--- src/rtl/main_fsm_pkg.sv ---
// rtl/main_fsm_pkg.sv - state, opcode and select encodings for the multicycle controller
package main_fsm_pkg;

  typedef enum logic [3:0] {
    S_FETCH    = 4'd0,
    S_DECODE   = 4'd1,
    S_MEMADR   = 4'd2,
    S_MEMREAD  = 4'd3,
    S_MEMWB    = 4'd4,
    S_MEMWRITE = 4'd5,
    S_EXECUTER = 4'd6,
    S_ALUWB    = 4'd7,
    S_EXECUTEI = 4'd8,
    S_JAL      = 4'd9,
    S_BEQ      = 4'd10
  } state_t;

  localparam logic [6:0] OP_LW  = 7'b0000011;
  localparam logic [6:0] OP_SW  = 7'b0100011;
  localparam logic [6:0] OP_R   = 7'b0110011;
  localparam logic [6:0] OP_I   = 7'b0010011;
  localparam logic [6:0] OP_JAL = 7'b1101111;
  localparam logic [6:0] OP_BEQ = 7'b1100011;

  localparam logic [1:0] ALU_ADD   = 2'b00;
  localparam logic [1:0] ALU_SUB   = 2'b01;
  localparam logic [1:0] ALU_FUNCT = 2'b10;

  localparam logic [1:0] SRCA_PC    = 2'b00;
  localparam logic [1:0] SRCA_OLDPC = 2'b01;
  localparam logic [1:0] SRCA_REG   = 2'b10;

  localparam logic [1:0] SRCB_WD   = 2'b00;
  localparam logic [1:0] SRCB_IMM  = 2'b01;
  localparam logic [1:0] SRCB_FOUR = 2'b10;

  localparam logic [1:0] RES_ALUOUT    = 2'b00;
  localparam logic [1:0] RES_DATA      = 2'b01;
  localparam logic [1:0] RES_ALURESULT = 2'b10;

  localparam logic [1:0] IMM_I = 2'b00;
  localparam logic [1:0] IMM_S = 2'b01;
  localparam logic [1:0] IMM_B = 2'b10;
  localparam logic [1:0] IMM_J = 2'b11;

endpackage

--- src/rtl/main_fsm_imm_src_decoder.sv ---
// rtl/main_fsm_imm_src_decoder.sv - immediate format select from the opcode
module imm_src_decoder
  import main_fsm_pkg::*;
(
  input  logic [6:0] op,
  output logic [1:0] imm_src
);

  always_comb begin
    imm_src = IMM_I;
    case (op)
      OP_SW:   imm_src = IMM_S;
      OP_BEQ:  imm_src = IMM_B;
      OP_JAL:  imm_src = IMM_J;
      default: imm_src = IMM_I;
    endcase
  end

endmodule

--- src/rtl/main_fsm.sv ---
// rtl/main_fsm.sv - Moore sequencer for the multicycle RISC-V datapath
module main_fsm
  import main_fsm_pkg::*;
#(
  parameter int STATE_W = 4
) (
  input  logic               clk,
  input  logic               reset_n,
  input  logic [6:0]         op,
  input  logic               zero,
  output logic [1:0]         alu_op,
  output logic [1:0]         alu_src_a,
  output logic [1:0]         alu_src_b,
  output logic [1:0]         result_src,
  output logic               adr_src,
  output logic [1:0]         imm_src,
  output logic               ir_write,
  output logic               reg_write,
  output logic               mem_write,
  output logic               pc_write,
  output logic               illegal_op,
  output logic [STATE_W-1:0] state_dbg
);

  state_t state_q, state_d;
  logic   ir_w, reg_w, mem_w, pc_update, branch, illegal;

  always_ff @(posedge clk or negedge reset_n) begin
    if (!reset_n) state_q <= S_FETCH;
    else          state_q <= state_d;
  end

  always_comb begin
    state_d    = S_FETCH;
    alu_op     = ALU_ADD;
    alu_src_a  = SRCA_PC;
    alu_src_b  = SRCB_WD;
    result_src = RES_ALUOUT;
    adr_src    = 1'b0;
    ir_w       = 1'b0;
    reg_w      = 1'b0;
    mem_w      = 1'b0;
    pc_update  = 1'b0;
    branch     = 1'b0;
    illegal    = 1'b0;
    case (state_q)
      S_FETCH: begin
        ir_w       = 1'b1;
        alu_src_b  = SRCB_FOUR;
        result_src = RES_ALURESULT;
        pc_update  = 1'b1;
        state_d    = S_DECODE;
      end
      S_DECODE: begin
        // ALU precomputes OldPC + imm as the branch/jump target
        alu_src_a = SRCA_OLDPC;
        alu_src_b = SRCB_IMM;
        case (op)
          OP_LW, OP_SW: state_d = S_MEMADR;
          OP_R:         state_d = S_EXECUTER;
          OP_I:         state_d = S_EXECUTEI;
          OP_JAL:       state_d = S_JAL;
          OP_BEQ:       state_d = S_BEQ;
          default: begin
            state_d = S_FETCH;
            illegal = 1'b1;
          end
        endcase
      end
      S_MEMADR: begin
        alu_src_a = SRCA_REG;
        alu_src_b = SRCB_IMM;
        state_d   = (op == OP_LW) ? S_MEMREAD : S_MEMWRITE;
      end
      S_MEMREAD: begin
        adr_src = 1'b1;
        state_d = S_MEMWB;
      end
      S_MEMWB: begin
        result_src = RES_DATA;
        reg_w      = 1'b1;
      end
      S_MEMWRITE: begin
        adr_src = 1'b1;
        mem_w   = 1'b1;
      end
      S_EXECUTER: begin
        alu_src_a = SRCA_REG;
        alu_op    = ALU_FUNCT;
        state_d   = S_ALUWB;
      end
      S_EXECUTEI: begin
        alu_src_a = SRCA_REG;
        alu_src_b = SRCB_IMM;
        alu_op    = ALU_FUNCT;
        state_d   = S_ALUWB;
      end
      S_ALUWB: reg_w = 1'b1;
      S_JAL: begin
        alu_src_a = SRCA_OLDPC;
        alu_src_b = SRCB_FOUR;
        pc_update = 1'b1;
        state_d   = S_ALUWB;
      end
      S_BEQ: begin
        alu_src_a = SRCA_REG;
        alu_op    = ALU_SUB;
        branch    = 1'b1;
      end
      default: state_d = S_FETCH;
    endcase
  end

  // Enables are masked during reset so FETCH's ir/pc writes never fire while held
  assign ir_write   = ir_w & reset_n;
  assign reg_write  = reg_w & reset_n;
  assign mem_write  = mem_w & reset_n;
  assign pc_write   = (pc_update | (branch & zero)) & reset_n;
  assign illegal_op = illegal & reset_n;
  assign state_dbg  = STATE_W'(state_q);

  imm_src_decoder u_imm_src_decoder (
    .op      (op),
    .imm_src (imm_src)
  );

endmodule

--- config.mk ---
export PLATFORM = sky130hd
export DESIGN_NAME = main_fsm
export DESIGN_NICKNAME = d
export VERILOG_FILES = /design/src/rtl/main_fsm_pkg.sv /design/src/rtl/main_fsm_imm_src_decoder.sv /design/src/rtl/main_fsm.sv
export SDC_FILE = /design/constraint.sdc
export NUM_CORES = 1
export LEC_CHECK = 0
export BUFFER_PORTS_ARGS = -buffer_cell sky130_fd_sc_hd__buf_4
export CORE_AREA = 2 2 39 41
export DETAILED_ROUTE_END_ITERATION = 8
export DIE_AREA = 0 0 41 43
export PLACE_DENSITY_LB_ADDON = 0.05
export RECOVER_POWER = 50
export SETUP_SLACK_MARGIN = 0.3
export SYNTH_ARGS = -nofsm -noshare
export SYNTH_HDL_FRONTEND = slang
export SYNTH_SLANG_ARGS = --single-unit
--- constraint.sdc ---
create_clock -name clk -period 2.6 [get_ports clk]
set_input_delay 0.65 -clock clk [delete_from_list [all_inputs] [get_ports clk]]
set_output_delay 0.65 -clock clk [all_outputs]
set_load 0.005 [all_outputs]
==> results of run 1 <==
area by class of cell:
type                       count  area share (%)
clock buffer                   3            3.03
inverter                       4            2.02
multi-input combinational     57            49.9
sequential                     4            13.6
tap                           16            2.69
timing repair buffer          30            28.7
cells in the final DEF (no fill, tap or decap), types with 2 or more instances in the layout:
cell and count:
inv_1 4, buf_4 26, xor2_1 2, and2_1 2, a21oi_1 3, nor4_1 2
a211oi_1 2, clkbuf_1 3, nor3_1 3, o21ai_0 4, nand2_1 5, dfrtp_1 3
and3_1 3, nor2_1 7, clkbuf_4 4, nor2b_1 5, nand2b_1 3
power by group through the flow:
stage / sequential, W / clock, W / combinational (W)
2_1_floorplan: 0.0000905 / 0 / 0.000134
3_3_place_gp: 0.000115 / 0 / 0.000236
5_1_grt: 0.000123 / 0.0000872 / 0.000269
4_1_cts: 0.000118 / 0.0000786 / 0.000245
6_report: 0.000118 / 0.0000761 / 0.000239
3_5_place_dp: 0.000115 / 0 / 0.000236
through the flow:
step | total power, W | std cells | hold WS [ns] | util [%]
floorplan | 0.000225 | 69 | 0.354 | -
global placement | 0.000351 | 111 | 0.465 | 52.3
detailed placement | 0.000351 | 111 | 0.464 | 52.3
CTS | 0.000441 | 114 | 0.216 | 54.6
global route | 0.000479 | 114 | 0.301 | 53.8
finish | 0.000433 | 114 | 0.298 | 53.8
path summary, 6_finish.rpt:
| path | from | end | slack (ns) | cells past startpoint |
|---|---|---|---|---|
| worst min register to register | state_dbg[1]$_DFF_PN0_ | state_dbg[3]$_DFF_PN0_ | 0.70 | 2 |
| max in group asynchronous | reset_n | state_dbg[0]$_DFF_PN0_ | 2.02 | 1 |
| worst min-delay path | reset_n | state_dbg[3]$_DFF_PN0_ | 0.30 | 1 |
| min in group clk | state_dbg[1]$_DFF_PN0_ | state_dbg[3]$_DFF_PN0_ | 0.70 | 2 |
| worst max-delay path | state_dbg[2]$_DFF_PN0_ | illegal_op | 0.32 | 4 |
| worst max register to register | state_dbg[1]$_DFF_PN0_ | state_dbg[2]$_DFF_PN0_ | 1.10 | 4 |
timing repair:
| item | CTS | global route |
|---|---|---|
| pin swaps | 0 | 0 |
| setup buffers | 0 | 0 |
| endpoints found under the setup margin | 1 | 3 |
| gates resized for setup | 2 | 2 |
layer usage:
layer | up-vias | wire length, µm | global-route usage (%)
li1 | 310 | - | -
met3 | 2 | 88 | 4.71
met2 | 23 | 630 | 25.3
met1 | 278 | 634 | 24.7
met5 | - | 0 | 0
met4 | 0 | 18 | 6.00
logic make-up after synthesis:
family | Yosys count | synth area share [%]
and+or+nand+nor | 39 | 47.0
AOI/OAI and AO/OA | 16 | 22.4
buffers and inverters | 8 | 7.03
DFF | 4 | 20.1
xor gates and xnor gates | 2 | 3.52
==> summary.md, run 1 <==
| Metric | Value |
|---|---|
| Status | finished, final reports clean |
| Tcrit/Tclk final | 87.7% |
| Fraction of registers with async set/reset | 100% |
| Number of global-route vias before repair | 513 |
| Initial antenna violation count | 0 |
| Dominant cell by count in the synthesized netlist | nor2_1 |
| Storage element area | 101 µm² |
| Clk sinks | 4 |
| Worst slew pin tran | 0.483 ns |
| Hold crit path type | primary input to async pin |
| DP Worst Slack | 0.412 ns |
| Int Power | 0.000271 W |
| Crit path cell chain | nor4b_4, nand2_1, a211oi_1, buf_4 |
| #FFs+latches synth | 4 |
| Placement Rows | 14 |
| CTS clk-pin slew, worst paths | 0.04 ns |
| Post-DP HPWL | 1030 µm |
| Slowest cell on the critical path | dfrtp_1 |
| Largest net degree at the start of global routing | 18 |
| Cts bufs inserted | 3 |
| CTS Root Cell | clkbuf_4 |
| Share of layout cells above drive strength 1 | 35.7% |
| Dominant cells by area after synthesis | dfrtp_1 20%, nor2b_1 6.3%, nor2_1 5.3% |
| Synth top cells by count | 7 x nor2_1, 5 x nand2_1, 5 x nor2b_1 |
| CP Buf/Inv Count | 1 |
| Final setup margin | 0.320 ns |
| CTS tree | done |
| Final wirelength | 1370 µm |
| Vias per cell | 5.38 |
| DR DRC count | 0 |
| Num ports | 30 |
| Initial DRC Count | 7 |
| Drt pass-1 iters | 3 |
| Mean Syn Cell Area | 7.22 µm² |
| Worst Setup Start Kind | flip-flop |
| Area delta synth->final | 49.5% |
| # diodes | 0 |
| Fin area | 744 µm² |
| Clock power frac | 17.6% |
| All-Layer GR Usage | 17.6% |
| Final Critical Period | 2.28 ns |
| Core area | 1380 µm² |
| Pins Over Slew Limit | 0 |
| Gpl congestion | 0.741 |
| Synth cell types | 31 |
| P_leak | 0.370 nW |
| Final Hold Fails | 0 |
| Area of the multi-input gates | 372 µm² |
| Die Wd | 41 µm |
| CTS H-Tree Depth | 1 |
| Crit Path Class | flip-flop to primary output |
| Combinational Power Share | 55.1% |
| Hold-fix buffers, CTS | 0 |
| Syn Std Cell Area | 498 µm² |
| Total net switching power | 0.000163 W |
| Fill cells | 151 |
| Post-synthesis sequential area ratio | 20.1% |
| Syn_nets | 79 |
| Antenna viol nets, final | 0 |
| Synth Warn # | 0 |
| Initial core utilization | 36.0% |
| DR WL/cell | 12.0 µm |
| Sw Ratio | 37.5% |
| Slowest stage delay, CP | 0.54 ns |
| Share of total power in sequential cells | 27.3% |
| First-pass GRT wire length | 2130 µm |
| CP delay by family, top | flip-flops |
| Vias | 613 |
| Max reg flops | 4 |
| Synth Flop Type | dfrtp_1 |
| DP Area | 723 µm² |
| Peak VDD IR | 357 µV |
| Crit-path max FO | 13 |
| Synth top area share | 20.1% |
| WP data arrival | 1.63 ns |
| Max-cap viol count | 0 |
| Fmax | 439 MHz |
| Die Span Y | 43 µm |
| Rel. slew slack | 67.8% |
| NumNets Final | 110 |
| # setup viols final | 0 |
| Unrepaired setup endpoints after global routing | no |
| Clock skew | 0.00236 ns |
| Synth area leader | dfrtp_1 |
| Worst skew pair latency | 0.23 ns |
| Setup TNS | 0 ns |
| Crit. End Element | primary output |
| Post-synthesis cell count | 69 |
| Required time of the critical path | 1.95 ns |
| Power per cell area | 582 nW/µm² |
| Total grt overflow | 0 |
| Port bufs | 29 |
| Number of enable flip-flop cells after synthesis | 0 |
| DIE AREA | 1760 µm² |
| CTS Buffer Depth | 2 |
No activity file was read; power rests on OpenSTA's default activity.
==> run 2, diff against run 1 <==
CTS_BUF_LIST = sky130_fd_sc_hd__clkbuf_2   (was not set)
==> run 2 against run 1 <==
- critical path depth stayed put
- worst setup slack got worse by 0.014 ns
- first-iteration DRC count shrank 43%
- routed wire length decreased by 1.1%
- power shrank 5.5%
- largest power group unchanged
- hold slack improved by 0.026 ns
- via count shrank 0.98%
- critical path type unchanged
- core utilization fell by 0.63 points
==> summary.md, run 2 (synthesis results as in run 1) <==
| Metric | Value |
|---|---|
| Final wirelength | 1360 µm (was 1370 µm) |
| Largest net degree at the start of global routing | 18 (unchanged) |
| NumNets Final | 110 (unchanged) |
| Worst Setup Start Kind | flip-flop (unchanged) |
| Hold crit path type | primary input to async pin (unchanged) |
| Final Hold Fails | 0 (unchanged) |
| Post-DP HPWL | 1030 µm (unchanged) |
| Port bufs | 29 (unchanged) |
| All-Layer GR Usage | 17.1% (was 17.6%) |
| Hold-fix buffers, CTS | 0 (unchanged) |
| Initial antenna violation count | 0 (unchanged) |
| Antenna viol nets, final | 0 (unchanged) |
| Worst slew pin tran | 0.481 ns (was 0.483 ns) |
| Peak VDD IR | 284 µV (was 357 µV) |
| DR WL/cell | 11.9 µm (was 12.0 µm) |
| First-pass GRT wire length | 2080 µm (was 2130 µm) |
| Number of global-route vias before repair | 505 (was 513) |
| # setup viols final | 0 (unchanged) |
| Num ports | 30 (unchanged) |
| Fmax | 436 MHz (was 439 MHz) |
| Min Hold Slack | 0.323 ns (was 0.298 ns) |
| Commonest non-fill, non-tap cell in the layout | buf_4 (unchanged) |
| CTS Buffer Depth | 2 (unchanged) |
| CTS clk-pin slew, worst paths | 0.05 ns (was 0.04 ns) |
| Required time of the critical path | 1.95 ns (about the same) |
| DIE AREA | 1760 µm² (unchanged) |
| # diodes | 0 (unchanged) |
| Die Wd | 41 µm (unchanged) |
| Die Span Y | 43 µm (unchanged) |
| Max-cap viol count | 0 (unchanged) |
| Placement Rows | 14 (unchanged) |
| Storage element area | 100 µm² (was 101 µm²) |
| Area of the multi-input gates | 372 µm² (unchanged) |
| Final Critical Period | 2.29 ns (was 2.28 ns) |
| WP data arrival | 1.64 ns (was 1.63 ns) |
| Cts bufs inserted | 3 (unchanged) |
| Max reg flops | 4 (unchanged) |
| Setup TNS | 0 ns (unchanged) |
| CTS tree | done (unchanged) |
| Core area | 1380 µm² (unchanged) |
| Rel. slew slack | 67.9% (was 67.8%) |
| Share of layout cells above drive strength 1 | 34.7% (was 35.7%) |
| Post-CTS Setup Inserts | 0 (unchanged) |
| Power per cell area | 557 nW/µm² (was 582 nW/µm²) |
| Initial DRC Count | 4 (was 7) |
| DR DRC count | 0 (unchanged) |
| Crit-path max FO | 17 (was 13) |
| Clock skew | 0.00701 ns (was 0.00236 ns) |
| Most frequent cells in the layout | 25 x buf_4, 7 x nor2_1, 5 x nor2b_1, 5 x nand2_1 (was 26 x buf_4, 7 x nor2_1, 5 x nor2b_1, 5 x nand2_1) |
| Vias | 607 (was 613) |
| Vias per cell | 5.32 (was 5.38) |
| Crit. End Element | primary output (unchanged) |
| Crit Path Class | flip-flop to primary output (unchanged) |
| Clk sinks | 4 (unchanged) |
| Status | finished, final reports clean (unchanged) |
| Tcrit/Tclk final | 88.2% (was 87.7%) |
| Total grt overflow | 0 (unchanged) |
| Gpl congestion | 0.741 (unchanged) |
| Fill cells | 152 (was 151) |
| Area delta synth->final | 47.7% (was 49.5%) |
| Unrepaired setup endpoints after global routing | no (unchanged) |
| P_leak | 0.369 nW (was 0.370 nW) |
| Pins Over Slew Limit | 0 (unchanged) |
| Drt pass-1 iters | 3 (unchanged) |
| Initial core utilization | 36.0% (unchanged) |
| CTS H-Tree Depth | 1 (unchanged) |
| CTS Root Cell | clkbuf_2 (was clkbuf_4) |
| Worst skew pair latency | 0.20 ns (was 0.23 ns) |
-- run 2: metrics by stage --
step | worst slack, ns | instances | power, W | area (µm²) | utilization (%)
4_1_cts | 0.337 | 114 | 0.000422 | 748 | 54.1
6_report | 0.306 | 114 | 0.000410 | 736 | 53.2
2_1_floorplan | 0.647 | 69 | 0.000225 | 498 | -
3_5_place_dp | 0.412 | 111 | 0.000351 | 723 | 52.3
5_1_grt | 0.181 | 114 | 0.000453 | 736 | 53.2
3_3_place_gp | 0.428 | 111 | 0.000351 | 723 | 52.3
-- run 2: where the power goes --
group | switching (W) | internal (W)
Combinational | 0.0000939 | 0.000145
Sequential | 0.0000439 | 0.0000725
Clock | 0.0000237 | 0.0000310
Total | 0.000161 | 0.000248
-- run 2: timing repair --
item,4_1_cts,5_1_grt
resized for setup,2,2
endpoints found under the hold margin,0,0
endpoints found under the setup margin,1,3
-- run 2: cell type report --
class	count	share of cell area [%]
multi-input cells	57	50.5
repair buffers	30	29.1
flip-flops and latches	4	13.6
well taps	16	2.72
clock buffers	3	2.04
inverters	4	2.04
-- run 2: layer usage --
layer / global-route usage [%] / wire [µm] / vias up
li1: - / - / 310
met4: 8.00 / 18 / 0
met1: 24.0 / 635 / 274
met3: 3.14 / 80 / 2
met5: 0 / 0 / -
met2: 24.4 / 622 / 21
-- run 2: worst max-delay path, cell delays in order, from the launching register on --
cell and delay (ns):
dfrtp_1 0.63, nor4b_4 0.34, nand2_1 0.09, a211oi_1 0.24, buf_4 0.15
-- run 2: final timing paths --
check	cells past startpoint	endpoint	slack, ns	from
setup reg to reg	4	state_dbg[2]$_DFF_PN0_	1.09	state_dbg[1]$_DFF_PN0_
setup / recovery	4	illegal_op	0.31	state_dbg[0]$_DFF_PN0_
min in group clk	2	state_dbg[3]$_DFF_PN0_	0.70	state_dbg[1]$_DFF_PN0_
hold reg to reg	2	state_dbg[3]$_DFF_PN0_	0.70	state_dbg[1]$_DFF_PN0_
hold / removal	1	state_dbg[3]$_DFF_PN0_	0.32	reset_n
max in group asynchronous	1	state_dbg[0]$_DFF_PN0_	2.01	reset_n
